### config.mk
export PLATFORM = sky130hd
export DESIGN_NAME = mem_access_arbiter
export DESIGN_NICKNAME = d
export VERILOG_FILES = /design/src/rtl/mem_access_arbiter.sv
export SDC_FILE = /design/constraint.sdc
export NUM_CORES = 1
export LEC_CHECK = 0
export CAP_MARGIN = 20
export CORE_UTILIZATION = 43
export CTS_CLUSTER_SIZE = 28
export DETAILED_ROUTE_END_ITERATION = 10
export PLACE_DENSITY = 0.83
export REMOVE_ABC_BUFFERS = 1
export SLEW_MARGIN = 5
export SYNTH_ARGS = -nofsm -noshare
export SYNTH_HDL_FRONTEND = slang
export SYNTH_SLANG_ARGS = --single-unit
### constraint.sdc
create_clock -name clk -period 1.94 [get_ports clk]
set_input_delay 0.194 -clock clk [delete_from_list [all_inputs] [get_ports clk]]
set_output_delay 0.194 -clock clk [all_outputs]
set_load 0.03 [all_outputs]
### src/rtl/mem_access_arbiter.sv
// ----------------------------------------------------------------------------
// mem_access_arbiter
//
// Two-master front end for the word-addressed block-RAM. An instruction-fetch
// port (read-only) and a data port (load/store) share the memory's single
// write channel and read channel. The memory side uses a level valid/ready
// handshake: valid is raised at grant, held until ready, then dropped, and a
// one-cycle RELEASE gap follows every completed access. Read data is returned
// to the granted master only, each master gets a one-cycle done pulse, and
// sticky error conditions (misaligned address, memory range error, handshake
// timeout) freeze the arbiter until reset.
//
// Ports
//   clk, reset            clock; synchronous active-low reset
//   if_req/if_addr        fetch request (level, held until if_done) + byte addr
//   if_rdata/if_done      fetch data (held until next fetch) + completion pulse
//   d_req/d_we/d_addr     data request (level), store select, byte address
//   d_wdata               store data
//   d_rdata/d_done        load data (held until next load) + completion pulse
//   mem_in_addr/_data     memory write address/data
//   mem_in_valid/_ready   memory write handshake
//   mem_out_addr          memory read address
//   mem_out_valid/_ready  memory read handshake
//   mem_out_data          memory read data, valid while mem_out_ready
//   mem_addr_error        memory sticky range error (rising edge recorded)
//   err/err_cause         sticky error flag; 01 misaligned, 10 range, 11 timeout
//
// States
//   state   | meaning
//   IDLE    | waiting for a request; arbitrates and launches a transaction
//   WRITE   | mem_in_valid high, waiting for mem_in_ready
//   READ    | mem_out_valid high, waiting for mem_out_ready
//   RELEASE | both valids low for one cycle; done pulse visible
//   HALT    | error seen; no further grants until reset
// ----------------------------------------------------------------------------
module mem_access_arbiter #(
    parameter int ALIGN_CHECK    = 1,
    parameter int TIMEOUT_CYCLES = 15
) (
    input  logic        clk,
    input  logic        reset,
    input  logic        if_req,
    input  logic [31:0] if_addr,
    output logic [31:0] if_rdata,
    output logic        if_done,
    input  logic        d_req,
    input  logic        d_we,
    input  logic [31:0] d_addr,
    input  logic [31:0] d_wdata,
    output logic [31:0] d_rdata,
    output logic        d_done,
    output logic [31:0] mem_in_addr,
    output logic [31:0] mem_in_data,
    output logic        mem_in_valid,
    input  logic        mem_in_ready,
    output logic [31:0] mem_out_addr,
    output logic        mem_out_valid,
    input  logic [31:0] mem_out_data,
    input  logic        mem_out_ready,
    input  logic        mem_addr_error,
    output logic        err,
    output logic [1:0]  err_cause
);

    typedef enum logic [2:0] {
        ST_IDLE,
        ST_WRITE,
        ST_READ,
        ST_RELEASE,
        ST_HALT
    } state_t;

    localparam logic [1:0] CAUSE_NONE     = 2'b00;
    localparam logic [1:0] CAUSE_MISALIGN = 2'b01;
    localparam logic [1:0] CAUSE_RANGE    = 2'b10;
    localparam logic [1:0] CAUSE_TIMEOUT  = 2'b11;

    state_t      state, state_n;

    // last_grant_d: 1 when the data port won the most recent grant.
    // cur_is_d:     1 when the transaction in flight belongs to the data port.
    logic        last_grant_d, last_grant_d_n;
    logic        cur_is_d, cur_is_d_n;
    logic [7:0]  timer, timer_n;
    logic        aerr_q;

    logic [31:0] mem_in_addr_n, mem_in_data_n, mem_out_addr_n;
    logic        mem_in_valid_n, mem_out_valid_n;
    logic [31:0] if_rdata_n, d_rdata_n;
    logic        if_done_n, d_done_n;
    logic        err_n;
    logic [1:0]  err_cause_n;

    // ------------------------------------------------------------------
    // Arbitration terms, only meaningful in IDLE
    // ------------------------------------------------------------------
    logic        grant_any;
    logic        grant_d;
    logic [31:0] g_addr;
    logic        g_store;
    logic        misaligned;
    logic [8:0]  timer_inc;
    logic        timeout_hit;
    logic        aerr_rise;

    always_comb begin
        grant_any = if_req | d_req;
        // With both requesting, the port that did not win last time goes.
        grant_d   = d_req & (~if_req | ~last_grant_d);
        g_addr    = grant_d ? d_addr : if_addr;
        g_store   = grant_d & d_we;
        misaligned = (ALIGN_CHECK != 0) && (g_addr[1:0] != 2'b00);
        timer_inc   = {1'b0, timer} + 9'd1;
        // Valid has been high for timer+1 cycles at the end of this one.
        timeout_hit = (timer_inc == 9'(TIMEOUT_CYCLES));
        aerr_rise   = mem_addr_error & ~aerr_q;
    end

    // ------------------------------------------------------------------
    // State and output registers
    // ------------------------------------------------------------------
    always_ff @(posedge clk) begin
        if (!reset) begin
            state         <= ST_IDLE;
            last_grant_d  <= 1'b0;
            cur_is_d      <= 1'b0;
            timer         <= 8'd0;
            aerr_q        <= 1'b0;
            mem_in_addr   <= 32'd0;
            mem_in_data   <= 32'd0;
            mem_in_valid  <= 1'b0;
            mem_out_addr  <= 32'd0;
            mem_out_valid <= 1'b0;
            if_rdata      <= 32'd0;
            d_rdata       <= 32'd0;
            if_done       <= 1'b0;
            d_done        <= 1'b0;
            err           <= 1'b0;
            err_cause     <= CAUSE_NONE;
        end else begin
            state         <= state_n;
            last_grant_d  <= last_grant_d_n;
            cur_is_d      <= cur_is_d_n;
            timer         <= timer_n;
            aerr_q        <= mem_addr_error;
            mem_in_addr   <= mem_in_addr_n;
            mem_in_data   <= mem_in_data_n;
            mem_in_valid  <= mem_in_valid_n;
            mem_out_addr  <= mem_out_addr_n;
            mem_out_valid <= mem_out_valid_n;
            if_rdata      <= if_rdata_n;
            d_rdata       <= d_rdata_n;
            if_done       <= if_done_n;
            d_done        <= d_done_n;
            err           <= err_n;
            err_cause     <= err_cause_n;
        end
    end

    // ------------------------------------------------------------------
    // Next-state logic
    // ------------------------------------------------------------------
    always_comb begin
        state_n = state;
        case (state)
            ST_IDLE: begin
                if (err) begin
                    state_n = ST_HALT;
                end else if (grant_any) begin
                    if (misaligned)   state_n = ST_HALT;
                    else if (g_store) state_n = ST_WRITE;
                    else              state_n = ST_READ;
                end
            end
            ST_WRITE: begin
                if (mem_in_ready)     state_n = ST_RELEASE;
                else if (timeout_hit) state_n = ST_HALT;
            end
            ST_READ: begin
                if (mem_out_ready)    state_n = ST_RELEASE;
                else if (timeout_hit) state_n = ST_HALT;
            end
            ST_RELEASE: state_n = ST_IDLE;
            ST_HALT:    state_n = ST_HALT;
            default:    state_n = ST_HALT;
        endcase
    end

    // ------------------------------------------------------------------
    // Next values of the registered outputs
    // ------------------------------------------------------------------
    logic       fault;
    logic [1:0] fault_cause;

    always_comb begin
        last_grant_d_n  = last_grant_d;
        cur_is_d_n      = cur_is_d;
        timer_n         = timer;
        mem_in_addr_n   = mem_in_addr;
        mem_in_data_n   = mem_in_data;
        mem_in_valid_n  = mem_in_valid;
        mem_out_addr_n  = mem_out_addr;
        mem_out_valid_n = mem_out_valid;
        if_rdata_n      = if_rdata;
        d_rdata_n       = d_rdata;
        if_done_n       = 1'b0;
        d_done_n        = 1'b0;
        err_n           = err;
        err_cause_n     = err_cause;
        fault           = 1'b0;
        fault_cause     = CAUSE_NONE;

        case (state)
            ST_IDLE: begin
                if (!err && grant_any) begin
                    last_grant_d_n = grant_d;
                    cur_is_d_n     = grant_d;
                    timer_n        = 8'd0;
                    if (g_store) begin
                        mem_in_addr_n = g_addr;
                        mem_in_data_n = d_wdata;
                    end else begin
                        mem_out_addr_n = g_addr;
                    end
                    if (misaligned) begin
                        fault       = 1'b1;
                        fault_cause = CAUSE_MISALIGN;
                    end else if (g_store) begin
                        mem_in_valid_n = 1'b1;
                    end else begin
                        mem_out_valid_n = 1'b1;
                    end
                end
            end
            ST_WRITE: begin
                if (mem_in_ready) begin
                    mem_in_valid_n = 1'b0;
                    d_done_n       = 1'b1;
                end else if (timeout_hit) begin
                    mem_in_valid_n = 1'b0;
                    fault          = 1'b1;
                    fault_cause    = CAUSE_TIMEOUT;
                end else begin
                    timer_n = timer_inc[7:0];
                end
            end
            ST_READ: begin
                if (mem_out_ready) begin
                    mem_out_valid_n = 1'b0;
                    if (cur_is_d) begin
                        d_rdata_n = mem_out_data;
                        d_done_n  = 1'b1;
                    end else begin
                        if_rdata_n = mem_out_data;
                        if_done_n  = 1'b1;
                    end
                end else if (timeout_hit) begin
                    mem_out_valid_n = 1'b0;
                    fault           = 1'b1;
                    fault_cause     = CAUSE_TIMEOUT;
                end else begin
                    timer_n = timer_inc[7:0];
                end
            end
            default: begin
                mem_in_valid_n  = 1'b0;
                mem_out_valid_n = 1'b0;
            end
        endcase

        // First recorded cause is kept; an arbiter fault on the same edge as
        // a range-error rise takes precedence over it.
        if (fault) begin
            err_n = 1'b1;
            if (err_cause_n == CAUSE_NONE) err_cause_n = fault_cause;
        end
        if (aerr_rise) begin
            err_n = 1'b1;
            if (err_cause_n == CAUSE_NONE) err_cause_n = CAUSE_RANGE;
        end
    end

endmodule

==> results.md <==
Timing:
- The measured slew at the worst slew-check pin is between 0.4 and 0.5 ns.
- The smallest setup slack after layout is 0.0493 ns.
- For the final routed database, the setup TNS stands at 0 ns.
- Setup repair after global routing could not meet its margin everywhere.
- The final setup skew is approximately 0.0075 ns.
- The count of endpoints failing hold in the final timing report is 0.
- For the finished layout, the period the worst path requires is about 1.9 ns.
- Setup violations remaining at the end of the flow were counted as 0.
- Measured against its own limit, the worst slew margin works out to between 70 and 80%.
- The worst path uses a little under 100% of the clock period.
- The final hold slack is 0.317 ns.
- The top achievable clock speed is 529 MHz.
- The final count of pins violating max slew is 0.

Clock tree:
- The later-pin clock latency in the skew report is 0.42 ns.
- Buffers inserted to repair hold after CTS numbered 0.
- The clock-pin slew on the worst setup and hold paths is ~0.070 ns.
- TritonCTS created 17 clock buffers.
- In this run the deepest clock path goes through 2 buffers.
- The number of levels in the clock H-tree is 4.
- The clock drives 180 sinks.
- The root buffer selected by CTS is sky130_fd_sc_hd__clkbuf_16.
- Buffers added to address setup during post-CTS repair amount to 0.
- TritonCTS built the clock tree.

Power:
- The share of total power dissipated in combinational logic is 17.6%.
- Cell internal power was estimated by the tool at ~6700 uW.
- The leakage power is around 0.0038 uW.
- The peak ir drop on the vdd network is 559 uV.
- The power density of the placed cells is a little over 800 nW/um2.
- The net switching share of the total power is 26.8%.
- The design draws 9100 uW.
- The share of total power dissipated in sequential elements is a little over two fifths.
- In this run the power spent charging and discharging nets is 2440 uW.
- Of the total power, the clock network draws roughly 40%.

Critical path:
- For the worst setup path, the data required time is 2.28 ns.
- The highest fanout seen on the critical path is 32.
- The startpoint type of the worst setup path is a flop.
- The critical setup path kind is flop to flop.
- STA puts the critical path data arrival time at 2.23 ns.
- The endpoint class of the critical path is a flop.

Die:
- The initial cell density of the core is between 40 and 50%.
- The die area is ~17000 um2.
- Pin placement for this block handled roughly 300 I/O pins.
- The vertical extent of the die is about 130 um.
- The number of placement rows is 46.
- The placeable core region is ~16000 um2.
- The die span in x is 130 um.

Final layout:
- The layout net count is 1269.
- The area occupied by registers is between 3000 and 4000 um2.
- The count of filler cells inserted in the layout is 1245.
- The share of layout cells above drive strength 1 is 8.92%.
- The finished cells cover approximately 11000 um2.
- In the final layout, the multi-input gates occupy ~3100 um2.
- The antenna diode count is 0.
- The area growth from synthesis to final layout is 56.8%.

Placed design:
- OpenSTA, run right after detailed placement, puts the worst setup slack at -0.0698 ns.
- Once placement finished, the instance area stood at around 10000 um2.
- At the end of routability-driven placement, the weighted congestion stood at 0.916.
- The count of input and output buffers is between 300 and 400.
- The wire-length estimate of the detail-placed layout is 15.5 mm.

Yosys:
- Of the total synthesized cell area, the portion taken by XOR and XNOR cells is less than 1%.
- In the synthesized netlist, the number of instances is about 840.
- The synthesized-area fraction occupied by adder cells is 0.354%.
- Sequential cells were found to cover about half of the synthesized design area.
- In the synthesized netlist the dominant register cell turns out to be sky130_fd_sc_hd__dfxtp_1.
- The total number of yosys warnings is 0.
- The unique cell type count in the Yosys netlist is 48.
- The post-synthesis area per instance is roughly 8.4 um2.
- The number of synthesized flops with an enable pin is 0.
- The synthesized netlist occupies a cell area of 7070 um2.
- By area the synthesized netlist is led by sky130_fd_sc_hd__dfxtp_1, sky130_fd_sc_hd__nand2_1, sky130_fd_sc_hd__a21oi_1.
- The synthesized netlist devotes around a fifth of its cell area to compound gates.
- The fraction of synthesis flops using an asynchronous set or reset pin is 0%.
- The post-synthesis mux area share is under 10%.
- The post-synthesis sequential element count is 180.
- The dominant combinational cell family by area after synthesis is simple AND/OR/NAND/NOR gates.
- The largest total area in the synthesized netlist belongs to sky130_fd_sc_hd__dfxtp_1.
- The synthesized netlist devotes between 20% and 30% of its cell area to simple gates.
- The area share of the largest cell type after synthesis is ~51%.

Status:
- The flow ran to the end, and the final reports show no timing, DRC or antenna violations.

Job:
- The max-capacitance violation count is 0.

Route:
- The DRC violation count after routing is 0.
- The wire length reported by the detailed router is between 20 and 25 mm.
- In this run the remaining antenna-violating nets after routing total 0.
- After the first detailed-routing iteration, the DRC count stood at 457.
- After detailed routing, the average wire length per cell comes to 16.7 um.
- The vias per cell is 5.11.
- The number of vias in the routed layout is a little under 7k.
- The first-pass iteration count of the detailed router is 5.

Worst hold path:
- The path class of the tightest hold or removal check is input pin to flop.

Global routing:
- The largest net degree at the start of global routing is 65.
- The via count of the first global-routing pass is 6517.
- The overall routing resource usage is 24.7%.
- The first global-routing pass estimated roughly 32 mm of wire.
- The total congestion overflow after global routing is 0.
- The initial antenna violation count is 0.
==> cells in the mapped netlist, types with 4 or more instances <==
cell                       number
sky130_fd_sc_hd__a211oi_1       7
sky130_fd_sc_hd__a211oi_2      28
sky130_fd_sc_hd__a21oi_1      143
sky130_fd_sc_hd__buf_2          7
sky130_fd_sc_hd__buf_4          4
sky130_fd_sc_hd__buf_6          9
sky130_fd_sc_hd__clkbuf_1      39
sky130_fd_sc_hd__dfxtp_1      180
sky130_fd_sc_hd__inv_1          6
sky130_fd_sc_hd__mux2i_1       35
sky130_fd_sc_hd__nand2_1      269
sky130_fd_sc_hd__nand3_1        6
sky130_fd_sc_hd__nand3b_1       4
sky130_fd_sc_hd__nor2_1        46
sky130_fd_sc_hd__nor2b_1        4
sky130_fd_sc_hd__nor3_1         4
sky130_fd_sc_hd__o21ai_0        4
==> layout make-up <==
cell class / instances / share of cell area, %
Clock buffer: 18 / 3.96
Clock inverter: 13 / 1.57
Inverter: 7 / 0.282
Multi-Input combinational cell: 592 / 28.4
Sequential cell: 180 / 32.5
Tap cell: 216 / 2.44
Timing Repair Buffer: 333 / 30.8
==> flip-flops by register name, indices dropped and copies added, names as in the netlist <==
name and count:
d_rdata 32, if_rdata 32, mem_in_addr 32, mem_in_data 32, mem_out_addr 32, timer 8, state 3, err_cause 2
aerr_q 1, cur_is_d 1, d_done 1, err 1, if_done 1, mem_in_valid 1, mem_out_valid 1
==> cell usage in the layout (no fill, tap or decap), types with 4 or more instances in the layout <==
cell type / synthesis / final
sky130_fd_sc_hd__clkdlybuf4s50_1: 0 / 302
sky130_fd_sc_hd__nand2_1: 269 / 269
sky130_fd_sc_hd__dfxtp_1: 180 / 180
sky130_fd_sc_hd__a21oi_1: 143 / 143
sky130_fd_sc_hd__nor2_1: 46 / 46
sky130_fd_sc_hd__mux2i_1: 35 / 35
sky130_fd_sc_hd__a211oi_2: 28 / 28
sky130_fd_sc_hd__clkbuf_16: 0 / 19
sky130_fd_sc_hd__buf_4: 4 / 18
sky130_fd_sc_hd__buf_12: 0 / 10
sky130_fd_sc_hd__a211oi_1: 7 / 7
sky130_fd_sc_hd__inv_1: 6 / 6
sky130_fd_sc_hd__nand3_1: 6 / 6
sky130_fd_sc_hd__inv_6: 0 / 4
sky130_fd_sc_hd__nand3b_1: 4 / 4
sky130_fd_sc_hd__nor2b_1: 4 / 4
sky130_fd_sc_hd__o21ai_0: 4 / 4
==> kinds of logic after synthesis <==
| family | after synthesis |
|---|---|
| flops | 180 |
| simple gates | 351 |
| buf+inv | 66 |
| mux | 35 |
| compound gates | 203 |
| xor+xnor | 1 |
| fa+ha+maj | 2 |
==> final timing paths <==
kind	slack, ns	end	cells past startpoint	startpoint
max	0.05	mem_out_addr[23]	5	state[2]
min	0.32	mem_in_data[18]	3	d_wdata[18]
max reg2reg	0.05	mem_out_addr[23]	5	state[2]
min reg2reg	0.45	mem_in_addr[21]	2	mem_in_addr[21]
==> metal layers <==
metal	up-vias	wire, um	track usage [%]
li1	3395	-	-
met1	3247	8740	26.1
met2	248	11500	44.3
met3	57	1560	6.19
met4	0	954	14.8
met5	-	0	0
==> timing repair <==
| item | in CTS | in global routing |
|---|---|---|
| setup endpoints to repair | 1 | 15 |
| pin swaps | 0 | 1 |
| cloned | 0 | 2 |
| resized for setup | 1 | 4 |
==> power groups by stage <==
stage | registers, uW | clock network [uW] | logic, uW
final | 3910 | 3580 | 1600
after detailed placement | 4000 | 0 | 1560
after floorplan | 4280 | 0 | 501
after global routing | 3930 | 3770 | 1680
after global placement | 3990 | 0 | 1540
after CTS | 3910 | 3630 | 1580
==> stage by stage <==
stage,instances,util (%)
5_1_grt,1359,69.5
3_5_place_dp,1326,65.3
3_3_place_gp,1326,65.3
2_1_floorplan,779,-
4_1_cts,1357,69.2
6_report,1359,69.5
==> worst max-delay path, cell delays in order (launching register included) <==
cell and delay (ns):
sky130_fd_sc_hd__dfxtp_1 0.31, sky130_fd_sc_hd__or4_4 0.57, sky130_fd_sc_hd__a211oi_4 0.31, sky130_fd_sc_hd__clkbuf_16 0.29, sky130_fd_sc_hd__nor2_1 0.08, sky130_fd_sc_hd__a211oi_2 0.22
(Power assumes the default switching activity.)
